$ cat src/rtl/arb_pkg.sv
// arb_pkg: shared state encoding and counter-width helper for the arbiter client
package arb_pkg;

    typedef enum logic [1:0] {IDLE, REQ, XFER, RELEASE} arb_client_state_t;

    function automatic int cnt_w(input int n);
        return $clog2(n + 1);
    endfunction

endpackage

$ cat src/rtl/arb_client_fifo.sv
// arb_client_fifo: outgoing word buffer, no bypass, pointers wrap modulo DEPTH
module arb_client_fifo #(
    parameter int DATA_W = 8,
    parameter int DEPTH  = 4,
    parameter int LVL_W  = $clog2(DEPTH) + 1
) (
    input  logic              clk,
    input  logic              reset,
    input  logic              push,
    input  logic              pop,
    input  logic [DATA_W-1:0] wdata,
    output logic [DATA_W-1:0] rdata,
    output logic [LVL_W-1:0]  level,
    output logic              full,
    output logic              empty
);

    localparam int AW = $clog2(DEPTH);

    logic [DATA_W-1:0] mem [DEPTH];
    logic [AW-1:0]     wp, rp;

    assign rdata = mem[rp];
    assign full  = level == LVL_W'(DEPTH);
    assign empty = level == '0;

    always_ff @(posedge clk)
        if (push) mem[wp] <= wdata;

    always_ff @(posedge clk) begin
        if (reset) begin
            wp    <= '0;
            rp    <= '0;
            level <= '0;
        end else begin
            if (push) wp <= wp + 1'b1;
            if (pop) rp <= rp + 1'b1;
            level <= level + LVL_W'(push) - LVL_W'(pop);
        end
    end

endmodule

$ cat src/rtl/arb_client.sv
// arb_client: requester side of the two-port arbiter; bursts up to BURST_MAX beats per grant
module arb_client
    import arb_pkg::*;
#(
    parameter int DATA_W    = 8,
    parameter int DEPTH     = 4,
    parameter int BURST_MAX = 3,
    parameter int TIMEOUT   = 15
) (
    input  logic                     clk,
    input  logic                     reset,
    input  logic                     in_valid,
    input  logic [DATA_W-1:0]        in_data,
    output logic                     in_ready,
    output logic                     req,
    input  logic                     gnt,
    output logic                     bus_valid,
    output logic [DATA_W-1:0]        bus_data,
    output logic                     bus_last,
    output logic                     starve,
    output logic [$clog2(DEPTH):0]   level
);

    localparam int LVL_W  = $clog2(DEPTH) + 1;
    localparam int BEAT_W = cnt_w(BURST_MAX);
    localparam int WAIT_W = cnt_w(TIMEOUT);

    arb_client_state_t state;
    logic [BEAT_W-1:0] beat_cnt;
    logic [WAIT_W-1:0] wait_cnt;
    logic              full, empty, push;

    assign in_ready  = !full;
    assign push      = in_valid && in_ready;
    assign bus_valid = (state == REQ || state == XFER) && gnt && !empty;
    assign bus_last  = bus_valid && ((beat_cnt + 1'b1 == BEAT_W'(BURST_MAX)) ||
                                     (level == LVL_W'(1) && !push));

    arb_client_fifo #(.DATA_W(DATA_W), .DEPTH(DEPTH), .LVL_W(LVL_W)) u_fifo (
        .clk   (clk),
        .reset (reset),
        .push  (push),
        .pop   (bus_valid),
        .wdata (in_data),
        .rdata (bus_data),
        .level (level),
        .full  (full),
        .empty (empty)
    );

    always_ff @(posedge clk) begin
        if (reset) begin
            state    <= IDLE;
            req      <= 1'b0;
            beat_cnt <= '0;
            wait_cnt <= '0;
            starve   <= 1'b0;
        end else begin
            case (state)
                IDLE: if (!empty) begin
                    state    <= REQ;
                    req      <= 1'b1;
                    wait_cnt <= '0;
                end
                REQ, XFER: if (bus_valid) begin
                    state    <= bus_last ? RELEASE : XFER;
                    req      <= !bus_last;
                    beat_cnt <= bus_last ? '0 : beat_cnt + 1'b1;
                    starve   <= 1'b0;
                end else if (state == XFER) begin
                    // preempted: keep beat_cnt so the resumed tenure finishes the same burst
                    state <= REQ;
                end else begin
                    if (wait_cnt != WAIT_W'(TIMEOUT)) wait_cnt <= wait_cnt + 1'b1;
                    if (wait_cnt >= WAIT_W'(TIMEOUT - 1)) starve <= 1'b1;
                end
                RELEASE: state <= IDLE;
                default: begin
                    state <= IDLE;
                    req   <= 1'b0;
                end
            endcase
        end
    end

endmodule

$ cat config.mk
export PLATFORM = sky130hd
export DESIGN_NAME = arb_client
export DESIGN_NICKNAME = d
export VERILOG_FILES = /design/src/rtl/arb_pkg.sv /design/src/rtl/arb_client_fifo.sv /design/src/rtl/arb_client.sv
export SDC_FILE = /design/constraint.sdc
export NUM_CORES = 1
export LEC_CHECK = 0
export ABC_AREA = 1
export CAP_MARGIN = 20
export CORE_ASPECT_RATIO = 0.8
export CORE_MARGIN = 1
export CORE_UTILIZATION = 59
export DETAILED_ROUTE_END_ITERATION = 8
export PLACE_DENSITY = 0.93
export SLEW_MARGIN = 15
export SYNTH_ARGS = -nofsm -noshare
export SYNTH_HDL_FRONTEND = slang
export SYNTH_HIERARCHICAL = 1
export SYNTH_SLANG_ARGS = --single-unit
export TNS_END_PERCENT = 100
$ cat constraint.sdc
create_clock -name clk -period 3.83 [get_ports clk]
set_input_delay 0.766 -clock clk [delete_from_list [all_inputs] [get_ports clk]]
set_output_delay 0.766 -clock clk [all_outputs]
set_load 0.05 [all_outputs]
After elaboration in Yosys (flattened, before gate mapping)
Memory sizes are Yosys's and may differ from the RTL's. A register that Yosys moved wholly into a read port is not among the register bits.
Index checks and enable logic that the tools add are counted.
{ "op_classes": {"n_eq_ne": 14, "reduce_logical": 21, "addsub": 6, "muxes": 21, "magnitude_cmp": 1} }
{ "ops": {"columns": ["operator", "count"], "rows": [
  ["4-bit two-way mux", 4],
  ["2-bit two-way mux", 6],
  ["2-bit != test (second input constant)", 6],
  ["1-bit two-way mux", 8],
  ["4-bit one-hot mux with 2 select lines", 1],
  ["2-bit by 1-bit adder with 2-bit output (second input constant)", 3],
  ["2-bit equality test (second input constant)", 3],
  ["2-bit one-hot mux with 3 select lines", 1],
  ["3-bit AND reduction", 2],
  ["1-bit logical AND", 5],
  ["5-bit AND reduction", 1],
  ["4-bit by 1-bit adder with 4-bit output (second input constant)", 1],
  ["4-bit greater-or-equal comparator (second input constant)", 1],
  ["1-bit zero test", 4],
  ["4-bit != test (second input constant)", 1],
  ["2-bit AND reduction", 2],
  ["2-bit nonzero test", 2],
  ["3-bit by 1-bit adder with 3-bit output", 1],
  ["3-bit by 1-bit equality test with 1-bit output (second input constant)", 1],
  ["3-bit equality test (second input constant)", 1],
  ["3-bit zero test", 1],
  ["3-bit != test (second input constant)", 1],
  ["3-bit by 1-bit subtractor with 3-bit output", 1],
  ["2-bit by 1-bit equality test with 1-bit output (second input constant)", 1],
  ["4 further kinds", 5]
]} }
{ "totals": {"n_memories": 1, "register_bits": 17, "mem_bits_rw": 32, "input_bits": 12} }
{ "mem_list": {"columns": ["name", "depth", "word_bits", "read_ports", "rd_clocked_by_memory_dff", "write_ports", "line_no", "source"], "rows": [
  ["u_fifo.mem", 4, 8, 1, 1, 1, "arb_client_fifo.sv:20", "logic [DATA_W-1:0] mem [DEPTH];"]
]} }

Depth between registers and ports, before layout
Gate-level depths: netlist of the first run.
{ "logic_depth": {"ltp_word": 10, "ltp_mapped": 14} }

Cells and area by module
The synthesis of the first run kept the hierarchy.
{ "by_module_without_submodules": {"columns": ["module", "seq_area_each_um2", "cells_each", "n_inst", "area_each_um2"], "rows": [
  ["arb_client_fifo", 1141.1, 148, 1, 1714.1],
  ["arb_client", 200.2, 104, 1, 671.9]
]} }

Worst setup path after synthesis of the first run
No wires, ideal clock.
{ "synth_timing": {"kind": "register -> output", "from": "register u_fifo.level[2]", "to": "output port bus_last", "path_slack_ps": 856, "required_ps": 3064, "arrival_ps": 2208, "stages_incl_launch_ff": 7, "path_cell_list": "dfxtp_1 > nand2_1 > nor2_1 > inv_1 > nand2_1 > nand3_1 > a21oi_1"} }
{ "synth_via": {"elab_chain_len": 7} }
{ "synth_lines": {"columns": ["element", "line_no", "source"], "rows": [
  ["start, declared", "arb_client_fifo.sv:13", "output logic [LVL_W-1:0] level,"],
  ["start signal, assigned", "arb_client_fifo.sv:38", "level <= level + LVL_W'(push) - LVL_W'(pop);"],
  ["3-bit equality test", "arb_client_fifo.sv:24", "assign full = level == LVL_W'(DEPTH);"],
  ["net full", "arb_client.sv:31", "logic full, empty, push;"],
  ["1-bit zero test", "arb_client.sv:33", "assign in_ready = !full;"],
  ["net in_ready", "arb_client.sv:14", "output logic in_ready,"],
  ["1-bit logical AND", "arb_client.sv:34", "assign push = in_valid && in_ready;"],
  ["1-bit zero test", "arb_client.sv:37", "(level == LVL_W'(1) && !push));"],
  ["1-bit logical AND", "arb_client.sv:37", null],
  ["1-bit logical OR", "arb_client.sv:36", "assign bus_last = bus_valid && ((beat_cnt + 1'b1 == BEAT_W'(BURST_MAX)) ||"],
  ["1-bit logical AND", "arb_client.sv:36", null],
  ["end, declared", "arb_client.sv:19", "output logic bus_last,"]
]} }
The timed path passes the listed nets, and every way through them passes these cells.

Final worst setup path of the first run
{ "layout_timing": {"from": "input port gnt", "to": "output port bus_last"} }
{ "layout_via": {"elab_chain_len": 3} }
{ "layout_lines": {"columns": ["element", "line_no", "source"], "rows": [
  ["start, declared", "arb_client.sv:16", "input logic gnt,"],
  ["1-bit logical AND (2 in series)", "arb_client.sv:35", "assign bus_valid = (state == REQ || state == XFER) && gnt && !empty;"],
  ["1-bit logical AND", "arb_client.sv:36", null]
]} }
Every way passes these cells.

==> summary.txt, run 1 <==
Outcome
  – Status: finished, final reports clean

Power
  – Max IR drop VDD: 0.434 mV
  – Static Leak: 1.14 nW
  – Pwr Total: approximately 1.8 mW
  – Pwr Density: 642 mW/mm^2

Synth
  – Top-area cell type share of the netlist area: 0.403
  – Most common cell in the netlist: nand2_1
  – Cell area after technology mapping: 0.00239 sq mm
  – Syn Inst Count: 252
  – Syn avg cell area: ~9.5 sq um
  – Post-synth EDFFs: 32
  – Yosys reg bits: 51
  – Synth cell types: 23
  – Synth warnings: 6
  – Synthesized Nets: 277
  – Top FF cell, synth: edfxtp_1
  – Sequential-to-total area share from yosys stat: 0.562
  – Top cells by instance count after synthesis: 53 x nand2_1, 49 x inv_1, 32 x edfxtp_1, 21 x a21oi_1, 19 x dfxtp_1
  – Synth top area cells: edfxtp_1 40%, dfxtp_1 16%, nand2_1 8.3%
  – Post-synth ARST share: 0
  – Post-synth top area cell: edfxtp_1

Detailed routing
  – Average wire per standard cell: roughly 14 um
  – Number of remaining DRC errors: 0
  – Routed via count: approximately 1800
  – First-pass iteration count of the detailed router: 4
  – WL final: approximately 4.7 mm
  – Antenna Nets Post-Route: 0
  – Vias/cell: 5.22
  – DRT iter0 DRCs: 136

GRT
  – GRT Total Usage: 0.239
  – First-pass GRT wire length: 7.40 mm
  – Largest net degree at the start of global routing: 32
  – Initial antenna violation count: 0
  – Grt ovf: 0
  – Vias in the first global route: 1666

STA
  – Crit path time final: between 3 and 4 ns
  – Setup tns final: 0 ns
  – WHS: 0.493 ns
  – Fin crit share: 0.849
  – Clk_skew: 0.0154 ns
  – Final hold violation count: 0
  – # setup viols final: 0
  – Slew Limit Fails: 0
  – Slew headroom: 0.360
  – Slew of the pin with the lowest slew margin: ~0.96 ns
  – Fmax: 307 MHz
  – RSZ-0062 raised after global routing: no
  – Final WS setup: 0.578 ns

Job
  – Max-cap violations: 0

Critical path
  – Crit Path Class: input port to output pin
  – R2R depth: 10
  – Startpoint types: input port
  – Critical path required time: 3.06 ns
  – Worst EP arrival: approximately 2.5 ns
  – Crit end category: output pin
  – Critical path peak fanout: 8

Hold path
  – Hold Path Class: register to register
  – Hold Path Depth: 1

CTS
  – Post-CTS setup buffer count: 0
  – Root Buffer: clkbuf_8
  – Cts bufs inserted: 5
  – CTS tree: yes
  – Depth of the CTS H-tree: 2
  – PostCTS Resize Cnt: 0
  – # clock sinks: 51
  – Clock slew at the register clock pins of the worst setup and hold paths: 0.10 ns
  – Hold_buf cts: 0
  – Clock Latency Late Sink: 0.32 ns
  – Clk buf depth: 2

Final layout
  – Finished layout cell area: ~0.0028 sq mm
  – Non-filler instance count after layout: 338
  – Nets: 307
  – Number of diodes: 0
  – Final Util: 0.724
  – Area growth syn-to-layout: 16.2%
  – Layout cells sized above 1: 0.0636

Floorplanning
  – Die Y: between 50 and 60 um
  – # IOs: 28
  – DIE AREA: between 0.004 and 0.005 sq mm
  – Starting density of the core: 0.623
  – Core area: 0.00383 sq mm
  – Row cnt: 20
  – Die width: 73.1 um

Placement
  – IO Port Bufs: 27
  – HPWL after DPL: 3.40 mm
  – Cells after DPL: 330
  – Area after DPL: between 0.002 and 0.003 sq mm
  – Setup WS pre-CTS: ~0.6 ns
  – Routability cong.: 0.860
[sequential cells by signal (all words and copies together) (netlist names), named ones only]
register	flops
beat_cnt	2
req	1
starve	1
state	2
u_fifo/level	3
u_fifo/mem	32
u_fifo/rp	2
u_fifo/wp	2
wait_cnt	4
[kinds of logic (layout without fill, tap and decap cells)]
logic type | Yosys count | count (layout) | share of synthesized area
buf+inv | 56 | 87 | 0.102
simple gates | 86 | 86 | 0.156
compound gates | 46 | 46 | 0.108
flops | 51 | 51 | 0.562
fa+ha+maj | 13 | 13 | 0.0713
[critical path: stages]
cell	delay, ns
clkdlybuf4s50_1	0.49
nand3_2	0.17
a21oi_1	0.22
clkdlybuf4s50_1	0.84
[layer usage]
metal,global-route usage,vias up,part of all wire,routed length [um]
met4,0.134,0,0.020,94
met3,0.0497,10,0.050,236
met5,0,-,0,0
li1,-,874,-,-
met2,0.413,50,0.51,2410
met1,0.279,830,0.42,2000
[power breakdown]
group | internal, mW | switching [mW] | leakage [nW]
Combinational | 0.235 | 0.502 | 0.651
Clock | 0.131 | 0.188 | 0.0408
Sequential | 0.660 | 0.0653 | 0.449
Total | 1.03 | 0.755 | 1.14
[final timing paths]
| path | startpoint | to | slack (ns) |
|---|---|---|---|
| max | gnt | bus_last | 0.58 |
| min | u_fifo/rp[0] | register | 0.49 |
| max reg2reg | state[1] | u_fifo/level[1] | 1.45 |
| min reg2reg | u_fifo/rp[0] | register | 0.49 |
[final cells by class]
cell class                 count  area, sq um
multi-input combinational    145          801
timing repair buffer          28          278
sequential                    51         1340
clock buffer                   5         68.8
fill                         268         1060
tap                           55         68.8
inverter                      51          191
clock inverter                 3         23.8
[layout by cell type, fill, tap and decap left out, types with 5 or more instances in the layout]
cell type	instances
nand2_1	53
inv_1	49
edfxtp_1	32
clkdlybuf4s50_1	27
a21oi_1	21
dfxtp_1	19
nor2_1	15
o21ai_0	13
ha_1	12
nand3_1	8
o211ai_1	8
clkbuf_8	5
No activity file was read; power rests on OpenSTA's default activity.
==> run 2: changes to the inputs <==
--- a/config.mk
+++ b/config.mk
@@ -9,9 +9,9 @@
 export CAP_MARGIN = 20
 export CORE_ASPECT_RATIO = 0.8
 export CORE_MARGIN = 1
-export CORE_UTILIZATION = 59
+export CORE_UTILIZATION = 50
 export DETAILED_ROUTE_END_ITERATION = 8
-export PLACE_DENSITY = 0.93
+export PLACE_DENSITY = 0.84
 export SLEW_MARGIN = 15
 export SYNTH_ARGS = -nofsm -noshare
 export SYNTH_HDL_FRONTEND = slang
==> constraint.sdc (replaced) <==
create_clock -name clk -period 2.91 [get_ports clk]
set_input_delay 0.582 -clock clk [delete_from_list [all_inputs] [get_ports clk]]
set_output_delay 0.582 -clock clk [all_outputs]
set_load 0.05 [all_outputs]
==> summary.txt, run 2 (same netlist as run 1, synthesis figures left out) <==
Hold path
  – Hold Path Depth: 2 (was 1)
  – WHS Endpoint: u_fifo/rp[1]
  – Hold Path Class: register to register (unchanged)
  – Origin of the worst min-delay path: u_fifo/rp[1] (was u_fifo/rp[0])

Critical path
  – Worst EP arrival: 2.10 ns (was 2.49 ns)
  – Worst R2R End: u_fifo/level[2] (was u_fifo/level[1])
  – Critical R2R Launch: u_fifo/level[1] (was state[1])
  – Worst-path cell chain: o211ai_1 > nand2_1 > clkdlybuf4s50_1 (was clkdlybuf4s50_1 > nand3_2 > a21oi_1 > clkdlybuf4s50_1)
  – Critical path required time: 2.33 ns (was 3.06 ns)
  – R2R depth: 14 (was 10)
  – CP max stage cell: clkdlybuf4s50_1 (unchanged)
  – Critical path peak fanout: 16 (was 8)
  – Largest stage delay, worst path: 0.80 ns (was 0.84 ns)
  – Reg2Reg Setup Slack: 0.65 ns (was 1.45 ns)
  – Crit end category: output pin (unchanged)
  – Startpoint types: register (was input port)
  – Crit Path Class: register to output pin (was input port to output pin)

Final layout
  – Largest register by flop count: u_fifo/mem (unchanged)
  – Nets: 308 (was 307)
  – Max reg flops: 32 (unchanged)
  – Fill cells: 340 (was 268)
  – Commonest non-fill, non-tap cell in the layout: nand2_1 (unchanged)
  – Area growth syn-to-layout: 18.6% (was 16.2%)
  – Largest regs: u_fifo/mem: 32 flops, wait_cnt: 4 flops, u_fifo/level: 3 flops (unchanged)
  – Layout cells sized above 1: 0.0739 (was 0.0636)
  – Number of diodes: 0 (unchanged)
  – Most frequent cells in the layout: 53 x nand2_1, 49 x inv_1, 32 x edfxtp_1 (unchanged)
  – Finished layout cell area: 0.00283 sq mm (was 0.00277 sq mm)

Detailed routing
  – DRT iter0 DRCs: 134 (was 136)
  – DR WL met2: 2.03 mm (was 2.41 mm)
  – Antenna Nets Post-Route: 0 (unchanged)
  – Number of remaining DRC errors: 0 (unchanged)
  – Vias/cell: 4.99 (was 5.22)
  – WL final: 4.22 mm (was 4.74 mm)
  – Highest routed layer: met4 (unchanged)
  – WL met3: 203 um (was 236 um)
  – WL met1: 1.91 mm (was 2.00 mm)
  – First-pass iteration count of the detailed router: 4 (unchanged)
  – Average wire per standard cell: 12.3 um (was 14.0 um)
  – Routed via count: 1716 (was 1764)

Power
  – Pwr Density: 855 mW/mm^2 (was 642 mW/mm^2)
  – Max IR drop VDD: 0.358 mV (was 0.434 mV)
  – Static Leak: 1.17 nW (was 1.14 nW)

CTS
  – Clock slew at the register clock pins of the worst setup and hold paths: 0.09 ns (was 0.10 ns)
  – # clock sinks: 51 (unchanged)
  – PostCTS Resize Cnt: 0 (unchanged)
  – Root Buffer: clkbuf_8 (unchanged)
  – Cts bufs inserted: 5 (unchanged)
  – Clock Latency Late Sink: 0.30 ns (was 0.32 ns)
  – CTS tree: yes (unchanged)
  – Hold_buf cts: 0 (unchanged)
  – Clk buf depth: 2 (unchanged)
  – Post-CTS setup buffer count: 0 (unchanged)
  – Depth of the CTS H-tree: 2 (unchanged)

Outcome
  – Status: finished, final reports clean (unchanged)

STA
  – Slew Limit Fails: 0 (unchanged)
  – Setup tns final: 0 ns (unchanged)
  – WHS: 0.471 ns (was 0.493 ns)
  – Fmax: between 300 and 400 MHz
  – Clk_skew: 0.00709 ns (was 0.0154 ns)
  – # setup viols final: 0 (unchanged)
  – Final hold violation count: 0 (unchanged)
  – RSZ-0062 raised after global routing: no (unchanged)
  – Slew headroom: 0.610 (was 0.360)
  – Fin crit share: 0.923
  – Crit path time final: 2.68 ns
  – Slew of the pin with the lowest slew margin: 0.585 ns (was 0.958 ns)

Placement
  – IO Port Bufs: 27 (unchanged)
  – HPWL after DPL: 2.93 mm (was 3.40 mm)
  – Routability cong.: 0.789 (was 0.860)
  – Area after DPL: 0.00271 sq mm (was 0.00268 sq mm)

Floorplanning
  – DIE AREA: 0.00505 sq mm (was 0.00430 sq mm)
  – Die Y: 63.8 um (was 58.9 um)
  – Core area: 0.00460 sq mm (was 0.00383 sq mm)
  – Starting density of the core: 0.519 (was 0.623)
  – # IOs: 28 (unchanged)
  – Die width: 79.2 um (was 73.1 um)
  – Row cnt: 22 (was 20)

GRT
  – First-pass GRT wire length: 7.15 mm (was 7.40 mm)
  – GRT Total Usage: 0.187 (was 0.239)
  – Largest net degree at the start of global routing: 33 (was 32)
  – Grt ovf: 0 (unchanged)
  – Vias in the first global route: 1648 (was 1666)
  – Initial antenna violation count: 0 (unchanged)

Job
  – Max-cap violations: 0 (unchanged)
run 2: cell types whose count changed in the layout (fill, tap and decap cells not counted), sizes merged:
cell	change
buf	+3
clkinvlp	-2
bufinv	+1
clkinv	+1
clkdlybuf4s50	-2
run 2: worst max path at each step:
stage | start | to | slack, ns
final | register | bus_data[0] | 0.23
after detailed placement | in_valid | u_fifo/level[2] | 0.38
after global routing | register | bus_data[5] | 0.07
after floorplan | u_fifo/level[2] | bus_last | 0.12
after CTS | register | bus_data[0] | 0.22
after global placement | in_valid | u_fifo/level[2] | 0.44
run 2: cell type report:
| class | count | area, sq um | share of cell area |
|---|---|---|---|
| clock inverter | 3 | 47.5 | 0.0168 |
| inverter | 51 | 191 | 0.0676 |
| multi-input combinational | 145 | 801 | 0.283 |
| tap | 60 | 75.1 | 0.0265 |
| clock buffer | 5 | 68.8 | 0.0243 |
| timing repair buffer | 29 | 305 | 0.108 |
| sequential | 51 | 1340 | 0.474 |
run 2: per-layer routing:
layer / vias to the layer above / global-route usage
met5: - / 0
li1: 875 / -
met3: 7 / 0.0400
met2: 43 / 0.315
met4: 0 / 0.0773
met1: 791 / 0.233
run 2: per-stage QoR:
stage | utilization | std cells | setup WS [ns] | power (mW)
6_report | 0.616 | 344 | 0.225 | 2.42
5_1_grt | 0.616 | 344 | 0.0747 | 2.57
4_1_cts | 0.616 | 344 | 0.215 | 2.42
3_5_place_dp | 0.590 | 336 | 0.380 | 1.93
3_3_place_gp | 0.590 | 336 | 0.439 | 1.90
2_1_floorplan | - | 252 | 0.120 | 1.66
run 2: report_power, final:
| group | internal, mW | switching (mW) |
|---|---|---|
| logic | 0.323 | 0.669 |
| registers | 0.869 | 0.0606 |
| clock network | 0.261 | 0.237 |
| total | 1.45 | 0.967 |
run 2: critical path, delay by kind of cell (launching register included):
family / cells / cell delay (ns)
buf+inv: 1 / 0.80
flops: 1 / 0.70
compound gates: 1 / 0.20
simple gates: 1 / 0.10
==> run 3: changes to the inputs <==
--- a/config.mk
+++ b/config.mk
@@ -6,6 +6,7 @@
 export NUM_CORES = 1
 export LEC_CHECK = 0
 export ABC_AREA = 1
+export ABC_CLOCK_PERIOD_IN_PS = 2910
 export CAP_MARGIN = 20
 export CORE_ASPECT_RATIO = 0.8
 export CORE_MARGIN = 1
==> results of run 3 <==
The final DEF is identical to that of run 2; final timing and power are the same.
